## src/rtl/cv32e40p_obi_instr_responder.sv

```systemverilog
// OBI instruction-fetch responder: grants reads, accesses a 1-cycle SRAM,
// and returns in-order responses through a small queue.
module cv32e40p_obi_instr_responder #(
  parameter logic [31:0] MEM_BASE = 32'h0000_0000,
  parameter int MEM_WORDS = 16384,
  parameter int MAX_OUTSTANDING = 2,
  localparam int ADDR_W = $clog2(MEM_WORDS)
) (
  input  logic              clk,
  input  logic              rst,
  input  logic              obi_req_i,
  output logic              obi_gnt_o,
  input  logic [31:0]       obi_addr_i,
  input  logic              obi_we_i,
  input  logic [3:0]        obi_be_i,
  input  logic [31:0]       obi_wdata_i,
  output logic              obi_rvalid_o,
  output logic [31:0]       obi_rdata_o,
  output logic              obi_err_o,
  output logic              mem_req_o,
  output logic [ADDR_W-1:0] mem_addr_o,
  input  logic [31:0]       mem_rdata_i,
  input  logic              gnt_stall_i,
  input  logic              rvalid_stall_i
);

  localparam int PTR_W =
    (MAX_OUTSTANDING > 1) ? $clog2(MAX_OUTSTANDING) : 1;
  localparam int CNT_W = $clog2(MAX_OUTSTANDING + 1);
  localparam logic [32:0] BASE33 = {1'b0, MEM_BASE};
  localparam logic [32:0] LIMIT33 =
    BASE33 + (33'(MEM_WORDS) << 2);
  localparam logic [CNT_W-1:0] MAX_CNT = CNT_W'(MAX_OUTSTANDING);
  localparam logic [PTR_W-1:0] LAST_PTR =
    PTR_W'(MAX_OUTSTANDING - 1);

  logic [CNT_W-1:0] out_cnt;
  logic             pend_v;
  logic             pend_err;

  logic [31:0]      fifo_data [MAX_OUTSTANDING];
  logic             fifo_err  [MAX_OUTSTANDING];
  logic [PTR_W-1:0] rd_ptr;
  logic [PTR_W-1:0] wr_ptr;
  logic [CNT_W-1:0] fifo_cnt;

  logic        accept;
  logic        in_range;
  logic        ok;
  logic [32:0] addr33;
  logic [31:0] offset;
  logic        push;
  logic        pop;
  logic        empty;
  logic        full;
  logic        unused_ok;

  function automatic logic [PTR_W-1:0] nxt(
    input logic [PTR_W-1:0] p
  );
    return (p == LAST_PTR) ? '0 : p + 1'b1;
  endfunction

  assign obi_gnt_o = !rst && !gnt_stall_i
                     && (out_cnt < MAX_CNT);
  assign accept    = obi_req_i && obi_gnt_o;

  assign addr33    = {1'b0, obi_addr_i};
  assign in_range  = (addr33 >= BASE33)
                     && (addr33 < LIMIT33);
  assign ok        = in_range && !obi_we_i;
  assign offset    = obi_addr_i - MEM_BASE;

  assign mem_req_o  = accept && ok;
  assign mem_addr_o = offset[ADDR_W+1:2];

  assign unused_ok = ^{obi_be_i, obi_wdata_i, offset};

  assign empty = (fifo_cnt == '0);
  assign full  = (fifo_cnt == MAX_CNT);
  assign push  = pend_v;
  assign pop   = obi_rvalid_o;

  assign obi_rvalid_o = !empty && !rvalid_stall_i;
  assign obi_rdata_o  = empty ? 32'h0 : fifo_data[rd_ptr];
  assign obi_err_o    = empty ? 1'b0 : fifo_err[rd_ptr];

  // Capture stage: SRAM data arrives one cycle after the accept.
  always_ff @(posedge clk or posedge rst) begin
    if (rst) begin
      pend_v   <= 1'b0;
      pend_err <= 1'b0;
    end else begin
      pend_v   <= accept;
      pend_err <= accept && !ok;
    end
  end

  always_ff @(posedge clk or posedge rst) begin
    if (rst) begin
      out_cnt <= '0;
    end else begin
      unique case ({accept, pop})
        2'b10:   out_cnt <= out_cnt + 1'b1;
        2'b01:   out_cnt <= out_cnt - 1'b1;
        default: out_cnt <= out_cnt;
      endcase
    end
  end

  always_ff @(posedge clk or posedge rst) begin
    if (rst) begin
      rd_ptr   <= '0;
      wr_ptr   <= '0;
      fifo_cnt <= '0;
      for (int i = 0; i < MAX_OUTSTANDING; i++) begin
        fifo_data[i] <= 32'h0;
        fifo_err[i]  <= 1'b0;
      end
    end else begin
      if (push) begin
        fifo_data[wr_ptr] <= pend_err ? 32'h0 : mem_rdata_i;
        fifo_err[wr_ptr]  <= pend_err;
        wr_ptr            <= nxt(wr_ptr);
      end
      if (pop) begin
        rd_ptr <= nxt(rd_ptr);
      end
      unique case ({push, pop})
        2'b10:   fifo_cnt <= fifo_cnt + 1'b1;
        2'b01:   fifo_cnt <= fifo_cnt - 1'b1;
        default: fifo_cnt <= fifo_cnt;
      endcase
    end
  end

  a_no_overflow: assert property (
    @(posedge clk) disable iff (rst) !(push && full)
  );
  a_no_underflow: assert property (
    @(posedge clk) disable iff (rst) !(pop && empty)
  );

endmodule

```

## config.mk

```make
export PLATFORM = sky130hd
export DESIGN_NAME = cv32e40p_obi_instr_responder
export DESIGN_NICKNAME = d
export VERILOG_FILES = /design/src/rtl/cv32e40p_obi_instr_responder.sv
export SDC_FILE = /design/constraint.sdc
export NUM_CORES = 1
export LEC_CHECK = 0
export ABC_AREA = 0
export CORE_MARGIN = 1
export CORE_UTILIZATION = 40
export CTS_CLUSTER_DIAMETER = 120
export DETAILED_ROUTE_END_ITERATION = 10
export DONT_BUFFER_PORTS = 1
export PLACE_DENSITY = 0.57
export SLEW_MARGIN = 20
export SYNTH_ARGS = -nofsm -noshare
export SYNTH_HDL_FRONTEND = slang
export SYNTH_SLANG_ARGS = --single-unit
```

## constraint.sdc

```tcl
create_clock -name clk -period 2.35 [get_ports clk]
set_clock_uncertainty 0.2 [all_clocks]
set_input_delay 0.3525 -clock clk [delete_from_list [all_inputs] [get_ports clk]]
set_output_delay 0.3525 -clock clk [all_outputs]
set_load 0.005 [all_outputs]
```

* After elaboration in Yosys (flattened, before gate mapping)
Index checks and enable logic that the tools add are counted.
** Operators by class
- Add/subtract/negate cells :: 6
- Multipliers :: 0
- Divide/modulo/power cells :: 0
- Magnitude comparators :: 6
- Eq/ne operators :: 4
- Shifts and indexed selects :: 0
- Mux-type cells :: 19
- Bitwise logic cells :: 2
- Reduce and logical (&&, ||, !) cells :: 18
** Operator list (number)
- 32-bit 2-to-1 mux :: 6
- 64-bit bitwise mux :: 1
- 32-bit demux with 1-bit select :: 1
- 32-bit by 1-bit greater-or-equal comparator with 1-bit output (second input constant) :: 1
- 32-bit by 17-bit less-than comparator with 1-bit output (second input constant) :: 1
- 1-bit logical AND :: 9
- 2-bit one-hot mux with 2 select lines :: 2
- 1-bit 2-to-1 mux :: 7
- 1-bit zero test :: 6
- 2-bit by 1-bit adder with 2-bit output (second input constant) :: 2
- 2-bit by 1-bit == test with 1-bit output (second input constant) :: 2
- 2-bit == test (second input constant) :: 2
- 2-bit greater-or-equal comparator (second input constant) :: 2
- 1-bit inverter with 2-bit output :: 2
- 2-bit nonzero test :: 2
- 2-bit by 1-bit subtractor with 2-bit output (second input constant) :: 2
- 1-bit adder (second input constant) :: 2
- 2-bit bitwise mux :: 1
- 2-bit zero test :: 1
- 2-bit by 1-bit less-than comparator with 1-bit output (second input constant) :: 1
- 2-bit less-than comparator (second input constant) :: 1
- 1-bit demux with 1-bit select :: 1
** Word-level totals
- Register bits after elaboration :: 74
- Latch bits :: 0
- Bits in writable memories :: 0
- ROM bits :: 0
- Output and inout bits :: 50
- Word-level logic and storage cells :: 65
- Memories :: 0

* Longest topological paths before layout
- Word-level depth :: 6
- Mapped depth :: 6
- Mapped depth without buffers :: 6

* Worst setup path after synthesis
Ideal clock, no wire load.
- Path type :: register -> register
- Start point :: register fifo_cnt[0]
- End point :: register fifo_cnt[1]
- Data arrival time :: 1.309 ns
- Required time :: 2.071 ns
- Path slack :: 0.762 ns
- Stages on the path, launching flop included :: 6
- Period minus slack after synthesis :: 1.588 ns
- Path through :: dfrtp_1 > nor2_2 > nor2_1 > ha_1 > nor2_1 > xor2_1
** Between the ends
- Cells in the longest elaborated chain, start to end :: 5
- Elaborated cells on any way between the ends :: 9
- Classes of those cells :: add/sub (2); eq/ne (2); mux (1); reduce/logical (4)
** Ends and longest elaborated chain
- start, declared :: line 45 : logic [CNT_W-1:0] fifo_cnt;
- start signal, assigned :: line 130 : 2'b10: fifo_cnt <= fifo_cnt + 1'b1;
- start signal, assigned :: line 131 : 2'b01: fifo_cnt <= fifo_cnt - 1'b1;
- start signal, assigned :: line 132 : default: fifo_cnt <= fifo_cnt;
- 2-bit zero test (*) :: line 79 : assign empty = (fifo_cnt == '0);
- 1-bit zero test (*) :: line 84 : assign obi_rvalid_o = !empty && !rvalid_stall_i;
- 1-bit logical AND (*) :: line 84
- via obi_rvalid_o :: line 17 : output logic obi_rvalid_o,
- 2-bit by 1-bit == test with 1-bit output / 2-bit == test (equally long branches) :: line 129 : unique case ({push, pop})
- 2-bit one-hot mux with 2 select lines / 2-bit nonzero test (equally long branches)
Mark *: on every way through the listed nets, which the timed path passes. The rest lies on a longest branch.
A chain may end at the register's enable or synchronous reset.

* Worst setup path in the final report
- Start point :: register rd_ptr
- End point :: output port obi_rdata_o[8]
** Between the ends
- Cells in the longest elaborated chain, start to end :: 5
** Ends and longest elaborated chain
- start, declared :: line 43 : logic [PTR_W-1:0] rd_ptr;
- start signal, assigned :: line 127 : rd_ptr <= nxt(rd_ptr);
- 1-bit inverter with 2-bit output (implied by the code) :: line 85 : assign obi_rdata_o = empty ? 32'h0 : fifo_data[rd_ptr];
- 32-bit 2-to-1 mux (implied by the code) (3 in a row) :: line 85
- 32-bit 2-to-1 mux :: line 85
- end, declared :: line 18 : output logic [31:0] obi_rdata_o,
Every way passes these cells. The select of a mux whose other input is x is not followed.

==> results.py <==
metrics = {
    "clock_tree": {
        "cts_sinks": 74,
        "cts_made_buffers": 9,
        "cts_hold_buf": 28,
        "root_buffer": "clkbuf_8",
        "postCtsSetupBuffers": 0,
        "clkLatencyLatePin_ns": 0.33,
        "cts.clk_slew.worst_paths_ns": 0.07,
        "cts.repair.resized": 0,
        "cts_htree_levels": 3,
        "cts.path.max_buffers": 2,
        "cts_tree": "built",
    },
    "power_and_ir_drop": {
        "p_per_area_nw_per_um2": 1256,
        "ir_drop_mv": 0.5528,
        "leakagePower_uw": 0.001963,
        "totalPowerFinal_uw": 5153,
    },
    "die": {
        "row_count": 34,
        "start_util_pct": 41.73,
        "core_um2": 8806,
        "dieHeight_um": 97.85,
        "die_width_um": 97.85,
        "io_pins": 156,
        "die_area_um2": 9575,
    },
    "timing": {
        "maxSlewHeadroom_pct": 55.65,
        "hold_ws_ns": 0.01117,
        "fin_crit_sh_pct": 83.65,
        "setup_viol": 0,
        "worst_pin_slew_ns": 0.6628,
        "min_period_ns": 1.966,
        "timing_hold_violations_final": 0,
        "clock.fmax_mhz": 508.7,
        "rsz0062_at_grt": "false",
        "maxSlewViolCount": 0,
        "fin_setup_tns_ns": 0,
    },
    "critical_path": {
        "cp_cell_sequence": "buf_4 -> mux2i_1 -> nor2_1",
        "crit_buf_inv": 1,
        "slowest_stage": "dfrtp_2",
        "reg2reg_slack_ns": 0.57,
        "max_stage_delay_ns": 0.36,
        "crit_type": "flip-flop to output pin",
        "r2r_start": "fifo_cnt[0]",
        "required_ns": 1.80,
        "r2r_cells": 5,
        "path_delay_family": "flip-flops",
        "reg2reg_to": "fifo_cnt[1]",
        "end_kind": "output pin",
        "cp.arrival_ns": 1.41,
        "crit_path_max_fanout": 21,
        "crit_end": "obi_rdata_o[8]",
        "cp-start-kind": "flip-flop",
        "critical_path_depth": 3,
        "cp-startpoint": "rd_ptr",
    },
    "routing": {
        "drc": 16,
        "wl_per_cell_um": 14.37,
        "num_vias": 2449,
        "via_per_inst": 4.957,
        "drt-initial-drc-count": 124,
        "dr.pass1.iters": 7,
        "finalWirelength_mm": 7.099,
        "postRouteAntennaNets": 0,
    },
    "layout": {
        "layout-drive-gt1-share_pct": 13.21,
        "area_delta_synth_final_pct": 11.68,
        "num_antenna_cells": 0,
        "stdcell_count": 494,
        "nNetsFinal": 489,
    },
    "global_route": {
        "grt_pass1_vias": 2466,
        "gr-total-overflow": 0,
        "antenna_found_initial": 0,
        "grt_max_degree": 75,
        "grt_usage_pct": 15.81,
        "grt_pass1_wl_mm": 11.89,
    },
    "status": {
        "violations": "DRC",
        "status": "finished with violations",
    },
    "place": {
        "port_buffers": 0,
        "dp.cells": 450,
        "gp_congestion": 0.6850,
        "dpl.hpwl_mm": 4.413,
    },
    "yosys": {
        "synth-seq-cells": 74,
        "syn-num-nets": 478,
        "synth_area_um2": 3675,
        "syn_area_per_cell_um2": 9.932,
        "synthTopCellsByArea": "dfrtp_1 50%, mux2i_1 9.0%, nand2_1 6.8%",
        "yosysUniqueCellTypes": 23,
        "yosysTopAreaCell": "dfrtp_1",
        "netlist.area_leader.share_pct": 50.39,
        "syn_inst": 370,
        "yosys_warnings": 0,
        "yosysSeqAreaShare_pct": 50.39,
    },
    "flow_run": {
        "drv_cap": 0,
    },
    "worst_hold_path": {
        "holdCritPathClass": "primary input to flip-flop",
    },
}
registers in the layout, summed over array words and instances, names as in the netlist:
name       cells
fifo_err       2
rd_ptr         1
wr_ptr         1
pend_v         1
pend_err       1
out_cnt        2
fifo_cnt       2
fifo_data     64
how the worst min path moves through the flow:
stage	to	from	depth (start not counted)	slack, ns
global route	fifo_data[55]	mem_rdata_i[23]	2	0.00007
floorplan	fifo_data[32]	fifo_data[32]	2	0.25
global placement	out_cnt[1]	rst	2	0.17
finish	pend_v	obi_req_i	2	0.01
detailed placement	out_cnt[1]	rst	2	0.17
CTS	fifo_data[55]	mem_rdata_i[23]	2	0.0004
worst register-to-register path: stages, from the launching register on:
cell     delay, ns
dfrtp_1       0.43
nor2_4        0.06
nor2_1        0.37
ha_1          0.34
nor2_1        0.15
xor2_1        0.16
routing by layer:
metal	vias up	wire (um)	track usage [%]
met5	-	0	0
met4	0	89	6.061
met3	11	339	3.865
met2	69	3408	26.38
met1	1150	3262	19.80
li1	1219	-	-
metrics by stage:
stage,utilization (%),worst slack (ns),area (um2)
after CTS,46.60,0.3492,4104
after global placement,41.03,0.5718,3613
after global routing,46.60,0.2758,4104
after detailed placement,41.03,0.5650,3613
after floorplan,-,0.7620,3679
final,46.60,0.3842,4104
final cells by class:
class / instances / area [um2]
clock buffers: 11 / 131.4
clock inverters: 5 / 78.83
fillers: 835 / 4702
inverters: 3 / 15.01
multi-input cells: 255 / 1510
flip-flops and latches: 74 / 1853
well taps: 108 / 135.1
repair buffers: 38 / 380.4
logic make-up (layout without fill, tap and decap cells):
group | Yosys count | after routing | synth area share [%]
AND/OR/NAND/NOR | 145 | 145 | 17.60
AO/OA/AOI/OAI | 65 | 65 | 10.83
flip-flops | 74 | 74 | 50.39
XOR/XNOR | 8 | 8 | 1.907
multiplexers | 35 | 35 | 9.806
adder cells (fa/ha/maj) | 2 | 2 | 0.6809
buffers and inverters | 41 | 57 | 8.784
cell usage after synthesis:
master    number
dfrtp_1       74
nand2_1       67
nor2_1        37
mux2i_1       33
nand2b_1      33
o21ai_0       27
o21ai_1       19
o21ai_2       18
buf_4         16
buf_6         14
clkbuf_1       5
xnor2_1        4
xor2_1         4
buf_2          3
inv_1          3
nor4_1         3
ha_1           2
mux2_4         2
nor3_1         2
nand3_1        1
nor2_2         1
nor3_2         1
o21ba_2        1
power by group:
| part | total, uW | internal (uW) | switching [uW] |
|---|---|---|---|
| Combinational | 1880 | 803 | 1080 |
| Clock | 1050 | 597 | 455 |
| Sequential | 2220 | 1900 | 324 |
layout by cell type (no fill, tap or decap), types with 2 or more instances in the layout:
master | Yosys | final
dlygate4sd3_1 | 0 | 28
mux2i_1 | 33 | 33
xor2_1 | 4 | 4
clkbuf_1 | 5 | 2
bufinv_16 | 0 | 2
clkbuf_8 | 0 | 9
o21ai_0 | 27 | 27
nor3_1 | 2 | 2
o21ai_2 | 18 | 18
mux2_4 | 2 | 2
xnor2_1 | 4 | 4
buf_12 | 0 | 2
o21ai_1 | 19 | 19
inv_1 | 3 | 2
dfrtp_1 | 74 | 73
ha_1 | 2 | 2
nand2_1 | 67 | 66
nor4_1 | 3 | 3
nor2_1 | 37 | 37
buf_4 | 16 | 8
nand2b_1 | 33 | 32
clkinv_2 | 0 | 2
(Power assumes the default switching activity.)
